`config.mk`:
```
export PLATFORM = sky130hd
export DESIGN_NAME = pc_fetch_unit_flat
export DESIGN_NICKNAME = d
export VERILOG_FILES = /design/src/rtl/pc_fetch_if.sv /design/src/rtl/pc_fetch_unit.sv /design/src/flat_wrapper.sv
export SDC_FILE = /design/constraint.sdc
export NUM_CORES = 1
export LEC_CHECK = 0
export CAP_MARGIN = 30
export CORE_ASPECT_RATIO = 1.25
export CORE_MARGIN = 3
export CORE_UTILIZATION = 48
export DETAILED_ROUTE_END_ITERATION = 7
export GPL_TIMING_DRIVEN = 0
export PLACE_DENSITY_LB_ADDON = 0.25
export SLEW_MARGIN = 25
export SYNTH_ARGS = -nofsm -noshare
export SYNTH_HDL_FRONTEND = slang
export SYNTH_SLANG_ARGS = --single-unit
```
`constraint.sdc`:
```
create_clock -name clk -period 3.6 [get_ports clk]
set_input_delay 1.08 -clock clk [delete_from_list [all_inputs] [get_ports clk]]
set_output_delay 1.08 -clock clk [all_outputs]
set_load 0.01 [all_outputs]
```
`src/rtl/pc_fetch_if.sv`:
```
// Bundle between the fetch unit, instruction memory and decode.
//
// Handshakes:
//   imem_req/imem_ack : the fetch unit raises imem_req with imem_addr and holds
//     both stable until memory answers; imem_ack=1 in a cycle means imem_rdata
//     carries the word for imem_addr and the request completes on that edge.
//   instr_valid/instr_ready : instr and instr_pc are stable while instr_valid=1;
//     a transfer (retire) happens on any rising edge where both are 1, and
//     incremento is sampled on that same edge.
interface pc_fetch_if;
    logic [31:0] incremento;
    logic        imem_req;
    logic [31:0] imem_addr;
    logic        imem_ack;
    logic [31:0] imem_rdata;
    logic        instr_valid;
    logic [31:0] instr;
    logic [31:0] instr_pc;
    logic        instr_ready;
    logic        fetch_err;

    // Fetch unit side.
    modport master (
        input  incremento,
        input  imem_ack,
        input  imem_rdata,
        input  instr_ready,
        output imem_req,
        output imem_addr,
        output instr_valid,
        output instr,
        output instr_pc,
        output fetch_err
    );

    // Memory / decode / next-PC selector side.
    modport slave (
        output incremento,
        output imem_ack,
        output imem_rdata,
        output instr_ready,
        input  imem_req,
        input  imem_addr,
        input  instr_valid,
        input  instr,
        input  instr_pc,
        input  fetch_err
    );
endinterface

```
`src/rtl/pc_fetch_unit.sv`:
```
// Instruction fetch unit: owns the PC, fetches one instruction at a time from
// instruction memory, hands it to decode and advances the PC by the step from
// the next-PC selector when decode retires it. Misaligned PCs and memory
// timeouts park the unit in a sticky error state until reset.
module pc_fetch_unit #(
    parameter logic [31:0] RESET_PC = 32'h0000_0000,
    parameter int          MAX_WAIT = 15
) (
    input  logic       clk,
    input  logic       rst_n,
    pc_fetch_if.master bus,
    output logic [1:0] fsm_state
);

    typedef enum logic [1:0] {
        START = 2'd0,
        REQ   = 2'd1,
        HOLD  = 2'd2,
        ERROR = 2'd3
    } state_t;

    // Counter is at least one bit wide so MAX_WAIT=0 (timeout disabled) still
    // elaborates; in that case it simply wraps and is never compared.
    localparam int CW          = (MAX_WAIT > 0) ? $clog2(MAX_WAIT + 1) : 1;
    localparam int WAIT_LAST_I = (MAX_WAIT > 0) ? (MAX_WAIT - 1) : 0;
    localparam logic [CW-1:0] WAIT_LAST = CW'(WAIT_LAST_I);

    state_t        state;
    logic [31:0]   pc;
    logic [31:0]   instr_q;
    logic [31:0]   instr_pc_q;
    logic          imem_req_q;
    logic          instr_valid_q;
    logic          fetch_err_q;
    logic [CW-1:0] wait_cnt;
    logic [31:0]   next_pc;
    logic          wait_expired;

    // PC after retire: two's-complement add, carry out discarded so the PC
    // wraps modulo 2^32 and negative offsets move backward.
    assign next_pc = pc + bus.incremento;

    // The current REQ cycle is the MAX_WAIT-th one without an ack.
    assign wait_expired = (MAX_WAIT > 0) && (wait_cnt == WAIT_LAST);

    // Fetch FSM; all handshake outputs are registered alongside the state.
    always_ff @(posedge clk or negedge rst_n) begin
        if (!rst_n) begin
            state         <= START;
            pc            <= RESET_PC;
            instr_q       <= '0;
            instr_pc_q    <= '0;
            imem_req_q    <= 1'b0;
            instr_valid_q <= 1'b0;
            fetch_err_q   <= 1'b0;
            wait_cnt      <= '0;
        end else begin
            case (state)
                START: begin
                    if (pc[1:0] != 2'b00) begin
                        state       <= ERROR;
                        fetch_err_q <= 1'b1;
                    end else begin
                        state      <= REQ;
                        imem_req_q <= 1'b1;
                    end
                end

                REQ: begin
                    // An ack in the expiry cycle still completes the fetch.
                    if (bus.imem_ack) begin
                        instr_q       <= bus.imem_rdata;
                        instr_pc_q    <= pc;
                        wait_cnt      <= '0;
                        imem_req_q    <= 1'b0;
                        instr_valid_q <= 1'b1;
                        state         <= HOLD;
                    end else if (wait_expired) begin
                        wait_cnt    <= '0;
                        imem_req_q  <= 1'b0;
                        fetch_err_q <= 1'b1;
                        state       <= ERROR;
                    end else begin
                        wait_cnt <= wait_cnt + 1'b1;
                    end
                end

                HOLD: begin
                    if (bus.instr_ready) begin
                        pc            <= next_pc;
                        instr_valid_q <= 1'b0;
                        if (next_pc[1:0] != 2'b00) begin
                            fetch_err_q <= 1'b1;
                            state       <= ERROR;
                        end else begin
                            imem_req_q <= 1'b1;
                            state      <= REQ;
                        end
                    end
                end

                ERROR: begin
                    // Everything frozen; only reset leaves this state.
                    imem_req_q    <= 1'b0;
                    instr_valid_q <= 1'b0;
                    fetch_err_q   <= 1'b1;
                end

                default: begin
                    state <= ERROR;
                end
            endcase
        end
    end

    assign bus.imem_req    = imem_req_q;
    assign bus.imem_addr   = pc;
    assign bus.instr_valid = instr_valid_q;
    assign bus.instr       = instr_q;
    assign bus.instr_pc    = instr_pc_q;
    assign bus.fetch_err   = fetch_err_q;
    assign fsm_state       = state;

endmodule

```
`src/flat_wrapper.sv`:
```
// flat-port wrapper written by rule: the top's interface ports become plain ports
module pc_fetch_unit_flat 
#(
    parameter logic [31:0] RESET_PC = 32'h0000_0000,
    parameter int          MAX_WAIT = 15
)
  (clk, rst_n, fsm_state, bus_incremento, bus_imem_ack, bus_imem_rdata, bus_instr_ready, bus_imem_req, bus_imem_addr, bus_instr_valid, bus_instr, bus_instr_pc, bus_fetch_err);
  pc_fetch_if bus_i ();
  input  logic clk;
  input  logic rst_n;
  output logic [1:0] fsm_state;
  input wire logic [$bits(bus_i.incremento)-1:0] bus_incremento;
  input wire logic [$bits(bus_i.imem_ack)-1:0] bus_imem_ack;
  input wire logic [$bits(bus_i.imem_rdata)-1:0] bus_imem_rdata;
  input wire logic [$bits(bus_i.instr_ready)-1:0] bus_instr_ready;
  output wire logic [$bits(bus_i.imem_req)-1:0] bus_imem_req;
  output wire logic [$bits(bus_i.imem_addr)-1:0] bus_imem_addr;
  output wire logic [$bits(bus_i.instr_valid)-1:0] bus_instr_valid;
  output wire logic [$bits(bus_i.instr)-1:0] bus_instr;
  output wire logic [$bits(bus_i.instr_pc)-1:0] bus_instr_pc;
  output wire logic [$bits(bus_i.fetch_err)-1:0] bus_fetch_err;
  assign bus_i.incremento = bus_incremento;
  assign bus_i.imem_ack = bus_imem_ack;
  assign bus_i.imem_rdata = bus_imem_rdata;
  assign bus_i.instr_ready = bus_instr_ready;
  assign bus_imem_req = bus_i.imem_req;
  assign bus_imem_addr = bus_i.imem_addr;
  assign bus_instr_valid = bus_i.instr_valid;
  assign bus_instr = bus_i.instr;
  assign bus_instr_pc = bus_i.instr_pc;
  assign bus_fetch_err = bus_i.fetch_err;
  pc_fetch_unit #(.RESET_PC(RESET_PC), .MAX_WAIT(MAX_WAIT)) u_core (.clk(clk), .rst_n(rst_n), .bus(bus_i), .fsm_state(fsm_state));
endmodule
```
Word level (Yosys, flattened, before mapping):

Index checks and enable logic that the tools add are counted.
W data, S select, Z words.

* register bits: 105
* input port bits: 68
* output and inout port bits: 101
* word-level logic and storage cells: 57

* add/subtract/negate cells: 2
* equal/unequal tests: 13
* muxes and demuxes: 23
* reduce and logical (&&, ||, !) cells: 11

Operator list (count)
* $add A32 B32 Y32: 1
* $mux W1: 12
* $mux W2: 5
* $ne A2 B2 Y1 const B: 5
* $mux W4: 2
* $pmux W1 S4: 2
* $ne A2 B1 Y1 const B: 3
* $pmux W2 S3: 1
* $reduce_and A3 Y1: 2
* $reduce_bool A3 Y1: 2
* $reduce_and A5 Y1: 1
* $add A4 B1 Y4 const B: 1
* $eq A2 B2 Y1 const B: 2
* $eq A4 B4 Y1 const B: 1
* $reduce_and A2 Y1: 2
* $reduce_and A4 Y1: 1
* $reduce_bool A2 Y1: 2
* $ne A3 B2 Y1 const B: 1
* $pmux W1 S3: 1
* $eq A2 B1 Y1 const B: 1
* $logic_not A2 Y1: 1

Logic depth before layout (Yosys ltp):

Gate-level depths: netlist (run 1).

* depth after elaboration: 5
* gate-level depth with buffers: 11
* mapped depth without buffers: 11

Least setup slack after synthesis (run 1):

No wires, ideal clock.

* kind: input to register
* start: in bus_incremento[0]
* end: reg u_core.pc[22], in the netlist u_core.bus.imem_addr[22]
* setup time: 0.131 ns
* arrival: 3.065 ns
* data required time: 3.469 ns
* path slack: 0.404 ns
* stages: 11
* buffers on the path: 0
* cells stage by stage: ha_1 -> fa_1 -> a21o_1 -> a221oi_2 -> o211ai_2 -> nand2_2 -> o31a_4 -> nor3b_2 -> a211oi_2 -> xor2_1 -> o21ai_1

* longest elaborated chain between the ends: 1

Ends and longest elaborated chain
* start: declaration: line flat_wrapper.sv:12 `input wire logic [$bits(bus_i.incremento)-1:0] bus_incremento;`
* $add A32 B32 Y32: line pc_fetch_unit.sv:41 `assign next_pc = pc + bus.incremento;`
* end signal: assignment: line pc_fetch_unit.sv:90 `pc <= next_pc;`
* end: declaration: line pc_fetch_unit.sv:29 `logic [31:0] pc;`

No other way between the ends.
A chain may end at the register's enable or synchronous reset.

Worst setup path after layout (run 1):

* start: in bus_incremento[4]
* end: reg u_core.pc[29], in the netlist u_core.bus.imem_addr[29]

The elaborated chain is that of the path after synthesis.

==> impl_metrics.toml, run 1 <==
[synth]
synthCells = 505
ys_top_cells_by_area = "dfrtp_1 (47%), mux2_2 (13%), ha_1 (8.5%)"
yosysUniqueCellTypes = 52
synth_top_area_share = 0.469
syn_area_per_cell_um2 = 11.1
async_flop_share = 1.00
synth_top_area_cell = "dfrtp_1"
synth_area_mm2 = 0.00560
synth_edf_count = 0
ys_seq_area_frac = 0.469
yosys_warnings = 0
synth_top_flop_cell = "dfrtp_1"
synth_fp_nets = 612
synth_seq_cells = 105

[power]
p_leak_nw = 3.66
p_per_area_mw_per_mm2 = 295
vdd_drop_max_uv = 281

[route]
drt_iter0_markers = 86
antenna_left = 0
drt-pass1-iter-count = 4
viasPerCell = 5.53
routed_wl_um = 13700
drc = 0
wl_per_cell_um = 16.5
num_vias = 4564

[setup_path]
ff2ff_setup_slack_ns = 0.81
crit_family = "compound AO/OA/AOI/OAI gates"
path_common_cell = "a21o_1"
crit_arrival_ns = 3.68
crit_fanout = 4
crit_chain = "clkdlybuf4s50_1, ha_1, a21o_1, o21bai_1, o2111ai_1, a21o_1, nor3_1, o21a_1, a221o_1, xnor2_1, o21ai_1"
critPathRequiredTime_ns = 3.80
cp-start-kind = "input pin"
endpoint_kind = "flop"
worst-path-buf-inv = 1
crit_type = "input pin to flop"
cp_slowest_stage_delay_ns = 0.42
slowest_stage = "clkdlybuf4s50_1"

[layout]
fillers = 886
nNetsFinal = 793
stdcell_count = 826
seq_area_mm2 = 0.00263
diodes = 0
drive_gt1_frac = 0.139
multi_input_area_mm2 = 0.00289
syn_to_final_growth_pct = 39.0

[sta]
period_needed_ns = 3.48
finalCritPeriodShare = 0.966
setup_viol = 0
tns_ns = 0
maxSlewViolCount = 0
hold-worst-slack_ns = 0.504
setup_ws_ns = 0.123
worstMarginPinSlew_ns = 0.660
fin_skew_ns = 0.00957
slew_headroom = 0.560
max_freq_mhz = 288
final-hold-violation-count = 0

[floorplan]
num_io_pins = 169
dieArea_mm2 = 0.0130
core_mm2 = 0.0112
start_util = 0.498
die_h_um = 127
placementRows = 43
die_w_um = 103

[clocking]
cts_buffer_depth = 2
cts_made_buffers = 9
insertion_delay_ns = 0.34
htreeDepth = 3
cts_tree = "done"
hold_buffers = 0
path_clk_slew_ns = 0.06
clockRootBuffer = "clkbuf_16"
cts_sinks = 105

[placement]
place_inst = 809
portBuffers = 168
place_ws_ns = -0.312
gp_congestion = 0.811
dp_hpwl_um = 10500

[hold_path]
hold_class = "flop to flop"

[global_routing]
grt_max_degree = 76
grt_pass1_wl_um = 22100
grt.overflow.total = 0
antenna_found_initial = 0
track_usage = 0.211
grt_pass1_vias = 4747

[run_status]
status = "complete, no violations"

[flow_run]
cap_violations = 0
==> timing repair <==
item / CTS / global route
buffers inserted: 0 / 1
resized for setup: 0 / 2
setup endpoints to repair: 0 / 6
==> cell type report <==
type / count / area share
multi-input cells: 372 / 0.371
flip-flops and latches: 105 / 0.337
repair buffers: 170 / 0.221
clock buffers: 13 / 0.0334
well taps: 135 / 0.0217
plain buffers: 20 / 0.00964
inverters: 8 / 0.00386
clock inverters: 3 / 0.00289
==> final timing paths <==
| kind | startpoint | cells past startpoint | end |
|---|---|---|---|
| setup / recovery | bus_incremento[4] | 11 | u_core.bus.imem_addr[29] |
| hold reg to reg | u_core.bus.instr_pc[29] | 1 | u_core.bus.instr_pc[29] |
| min in group asynchronous | rst_n | 1 | u_core.bus.instr[26] |
| hold / removal | u_core.bus.instr_pc[29] | 1 | u_core.bus.instr_pc[29] |
| max in group asynchronous | rst_n | 2 | u_core.bus.instr_pc[14] |
| setup reg to reg | u_core.bus.imem_addr[1] | 10 | u_core.bus.imem_addr[29] |
==> layout by cell type, fill, tap and decap left out, types with 3 or more instances in the layout <==
master / instances
clkbuf_1: 22
nor2b_1: 3
nand3_1: 12
clkbuf_16: 9
ha_1: 37
o31ai_1: 3
o21ai_0: 30
mux2_2: 66
xnor2_1: 12
o211ai_1: 3
a31oi_1: 4
nor3_1: 7
nand2_1: 59
a211oi_1: 3
o21ai_1: 16
clkdlybuf4s50_1: 167
a21oi_1: 27
nor2_1: 8
a21o_1: 16
xor2_1: 19
inv_1: 8
and3_1: 5
o2bb2ai_1: 3
dfrtp_1: 105
o21a_1: 5
==> state kept, by name, summed over array words and instances (netlist names) <==
name	cells
u_core.fsm_state	2
u_core.bus.instr_valid	1
u_core.bus.instr	32
u_core.wait_cnt	4
u_core.bus.fetch_err	1
u_core.bus.instr_pc	32
u_core.bus.imem_req	1
u_core.bus.imem_addr	32
==> power breakdown <==
part | leakage (nW) | total [W] | internal, W | switching, W
logic | 2.08 | 0.000172 | 0.0000935 | 0.0000786
registers | 1.44 | 0.00118 | 0.00118 | 0.000000000000000000140
clock network | 0.141 | 0.000949 | 0.000513 | 0.000437
total | 3.66 | 0.00230 | 0.00178 | 0.000515
==> Yosys cell counts, types with 2 or more instances <==
cell type    n
nor2_1       8
mux2_2      66
ha_1        38
nand2b_1     2
a221oi_1     2
o21bai_1     2
nand3_1     12
o2bb2ai_1    3
a211oi_1     3
o21a_1       5
nor3_1       7
o21ai_1     16
and3_1       5
nand4_1      2
dfrtp_1    105
nor2b_1      3
a21oi_1     27
xor2_1      19
xnor2_1     12
clkbuf_1    20
o211ai_1     3
nand2_1     59
a31oi_1      4
a21o_1      16
inv_1        8
o21ai_0     30
o31ai_1      3
==> cells by family (layout without fill, tap and decap cells) <==
family | after synthesis | count (layout) | synth area share
muxes | 67 | 67 | 0.134
xor gates and xnor gates | 31 | 31 | 0.0484
DFF | 105 | 105 | 0.469
AOI/OAI and AO/OA | 130 | 130 | 0.156
adders and majority gates | 39 | 39 | 0.0884
and+or+nand+nor | 105 | 105 | 0.0853
buffers and inverters | 28 | 214 | 0.0188
==> worst reg2reg max path: stages (launching register included) <==
cell       delay [ns]
dfrtp_1          0.48
ha_1             0.35
a211oi_1         0.26
o21bai_1         0.18
o2111ai_1        0.26
a21o_1           0.25
nor3_1           0.08
o21a_1           0.22
a221o_1          0.34
xnor2_1          0.15
o21ai_1          0.08
==> through the flow <==
step / util / area, um2 / total power [W]
floorplan: - / 5600 / 0.00126
global placement: 0.663 / 7450 / 0.00137
detailed placement: 0.666 / 7480 / 0.00137
CTS: 0.691 / 7770 / 0.00232
global route: 0.693 / 7790 / 0.00239
finish: 0.693 / 7790 / 0.00230
==> routing by layer <==
metal  up-vias  GRT usage  part of all wire
met5         -          0                 0
met4         0     0.0618             0.015
met3        17     0.0567             0.067
met2       133      0.370              0.52
met1      2222      0.249              0.40
li1       2192          -                 -
Note: power is estimated with default switching activity, not from simulation.
==> inputs of run 2 (changes only) <==
--- a/config.mk
+++ b/config.mk
@@ -5,12 +5,14 @@
 export SDC_FILE = /design/constraint.sdc
 export NUM_CORES = 1
 export LEC_CHECK = 0
+export ABC_AREA = 1
 export CAP_MARGIN = 30
 export CORE_ASPECT_RATIO = 1.25
 export CORE_MARGIN = 3
-export CORE_UTILIZATION = 48
+export CORE_UTILIZATION = 50
 export DETAILED_ROUTE_END_ITERATION = 7
 export GPL_TIMING_DRIVEN = 0
+export MAX_ROUTING_LAYER = met4
 export PLACE_DENSITY_LB_ADDON = 0.25
 export SLEW_MARGIN = 25
 export SYNTH_ARGS = -nofsm -noshare
==> impl_metrics.toml, run 2 <==
[placement]
place_inst = 1150
place_ws_ns = 0.308
portBuffers = 168
gp_congestion = 0.984
dp_hpwl_um = 13300

[power]
total_power_w = 0.00742
vdd_drop_max_uv = 419
p_comb_frac = 0.582
seq_power_share = 0.286
p_per_area_mw_per_mm2 = 862
p_leak_nw = 4.38
pwr-share-clk = 0.132
switching_share = 0.414
p_switching_w = 0.00307
intPower_w = 0.00435

[sta]
period_needed_ns = 2.95
fin_skew_ns = 0.0136
setup_viol = 0
finalCritPeriodShare = 0.820
tns_ns = 0
max_freq_mhz = 339
maxSlewViolCount = 0
setup_ws_ns = 0.648
slew_headroom = 0.621
final-hold-violation-count = 0
rsz0062_at_grt = "no"
worstMarginPinSlew_ns = 0.568

[synth]
synth_compound_area_frac = 0.0595
synth_top_area_share = 0.411
async_flop_share = 1.00
synth_fp_nets = 924
synthCells = 817
synthAdderAreaFrac = 0.0775
synth_edf_count = 0
synth_top_flop_cell = "dfrtp_1"
synth_top_area_cell = "dfrtp_1"
yosysUniqueCellTypes = 32
yosys_warnings = 0
post_synth_and_or_nand_nor_area_fraction = 0.249
ys_seq_area_frac = 0.411
synth_seq_cells = 105
yosysMostFrequentCell = "nand2_1"
syn_area_per_cell_um2 = 7.82
synth_commonest_cells = "nand2_1 (271), inv_1 (128), dfrtp_1 (105)"
synthMuxAreaShare = 0.0986
synth_area_mm2 = 0.00639
synth_xor_area_frac = 0.0192
synth_top_family_by_area = "simple AND/OR/NAND/NOR gates"
ys_top_cells_by_area = "dfrtp_1 (41%), nand2_1 (16%), mux2_2 (9.9%)"

[setup_path]
critPathRequiredTime_ns = 3.81
crit_fanout = 5
crit_arrival_ns = 3.16
r2r_start = "u_core.bus.imem_addr[0]"
critPathLaunch = "bus_incremento[0]"
ff2ff_setup_slack_ns = 1.34
endpoint_kind = "flop"
r2r-end = "u_core.bus.imem_addr[20]"
r2r_cells = 10
cp-endpoint = "u_core.bus.imem_addr[20]"
cp-start-kind = "input pin"
crit_type = "input pin to flop"

[layout]
diodes = 0
final_util = 0.698
fillers = 1005
final_cell_mix = "nand2_1 (271), clkdlybuf4s50_1 (167), inv_1 (128), dfrtp_1 (105), mux2_2 (56)"
nNetsFinal = 1104
stdcell_count = 1166
drive_gt1_frac = 0.0938
syn_to_final_growth_pct = 34.7
mostFrequentLayoutCell = "nand2_1"

[run_status]
status = "complete, no violations"

[global_routing]
antenna_found_initial = 0
grt_max_degree = 75
track_usage = 0.245
grt.overflow.total = 0
grt_pass1_wl_um = 27300
grt_pass1_vias = 5710

[floorplan]
die_h_um = 132
dieArea_mm2 = 0.0142
placementRows = 45
core_mm2 = 0.0123
die_w_um = 107
num_io_pins = 169
start_util = 0.518

[route]
drt-pass1-iter-count = 7
drc = 0
wl_per_cell_um = 14.3
drt_iter0_markers = 297
routed_wl_um = 16600
num_vias = 5846
viasPerCell = 5.01
antenna_left = 0

[clocking]
post_cts_buffers = 0
cts_buffer_depth = 2
cts_sinks = 105
hold_buffers = 0
cts_resized = 0
cts_made_buffers = 9
clockRootBuffer = "clkbuf_16"
htreeDepth = 3
cts_tree = "done"
path_clk_slew_ns = 0.07
insertion_delay_ns = 0.35

[hold_path]
hold_class = "flop to flop"

[flow_run]
cap_violations = 0
[run 2: through the flow]
step	hold slack [ns]	instance area [um2]
after global routing	0.499	8610
after global placement	0.465	8280
after detailed placement	0.470	8310
final	0.484	8610
after floorplan	0.494	6390
after CTS	0.487	8610
[run 2: cells by family after synthesis]
| family | Yosys count |
|---|---|
| AO/OA/AOI/OAI | 71 |
| XOR/XNOR | 14 |
| adder cells (fa/ha/maj) | 39 |
| buffers and inverters | 142 |
| flip-flops | 105 |
| multiplexers | 56 |
| AND/OR/NAND/NOR | 390 |
[run 2: layout make-up]
| class | instances | area, um2 | share of cell area |
|---|---|---|---|
| flip-flops and latches | 105 | 2630 | 0.305 |
| inverters | 129 | 484 | 0.0562 |
| clock buffers | 9 | 225 | 0.0262 |
| multi-input cells | 570 | 3220 | 0.374 |
| plain buffers | 13 | 57.6 | 0.00668 |
| clock inverters | 7 | 77.6 | 0.00901 |
| repair buffers | 169 | 1710 | 0.199 |
| well taps | 164 | 205 | 0.0238 |
[run 2: power by group through the flow]
stage                     registers [W]  logic [W]  clock network (W)
final                           0.00212    0.00432           0.000980
after global placement          0.00213    0.00425                  0
after floorplan                 0.00236    0.00228                  0
after global routing            0.00221    0.00479            0.00105
after CTS                       0.00213    0.00434            0.00100
after detailed placement        0.00215    0.00432                  0
[run 2: layer usage]
metal	vias to the layer above	GRT usage	wire length, um
li1	2940	-	-
met4	0	0.0640	316
met2	137	0.436	8680
met3	22	0.0420	753
met5	-	-	0
met1	2747	0.284	6870
[run 2: critical path, stage by stage]
cell             delay [ns]
clkdlybuf4s50_1        0.42
ha_1                   0.25
fa_1                   0.47
nand3_1                0.12
nand3_1                0.16
nand3_1                0.15
nand3_2                0.12
nand2_1                0.12
nand3_1                0.08
nand3_1                0.11
o21ai_1                0.08
[run 2: how the worst min path moves through the flow]
stage                                start                endpoint  slack (ns)  depth (start not counted)
finish              u_core.bus.instr_valid  u_core.bus.instr_valid        0.48                          2
global route        u_core.bus.instr_valid  u_core.bus.instr_valid        0.50                          2
CTS                 u_core.bus.instr_valid  u_core.bus.instr_valid        0.49                          2
detailed placement  u_core.bus.instr_valid  u_core.bus.instr_valid        0.47                          2
global placement    u_core.bus.instr_valid  u_core.bus.instr_valid        0.47                          2
floorplan               u_core.wait_cnt[3]      u_core.wait_cnt[3]        0.49                          2
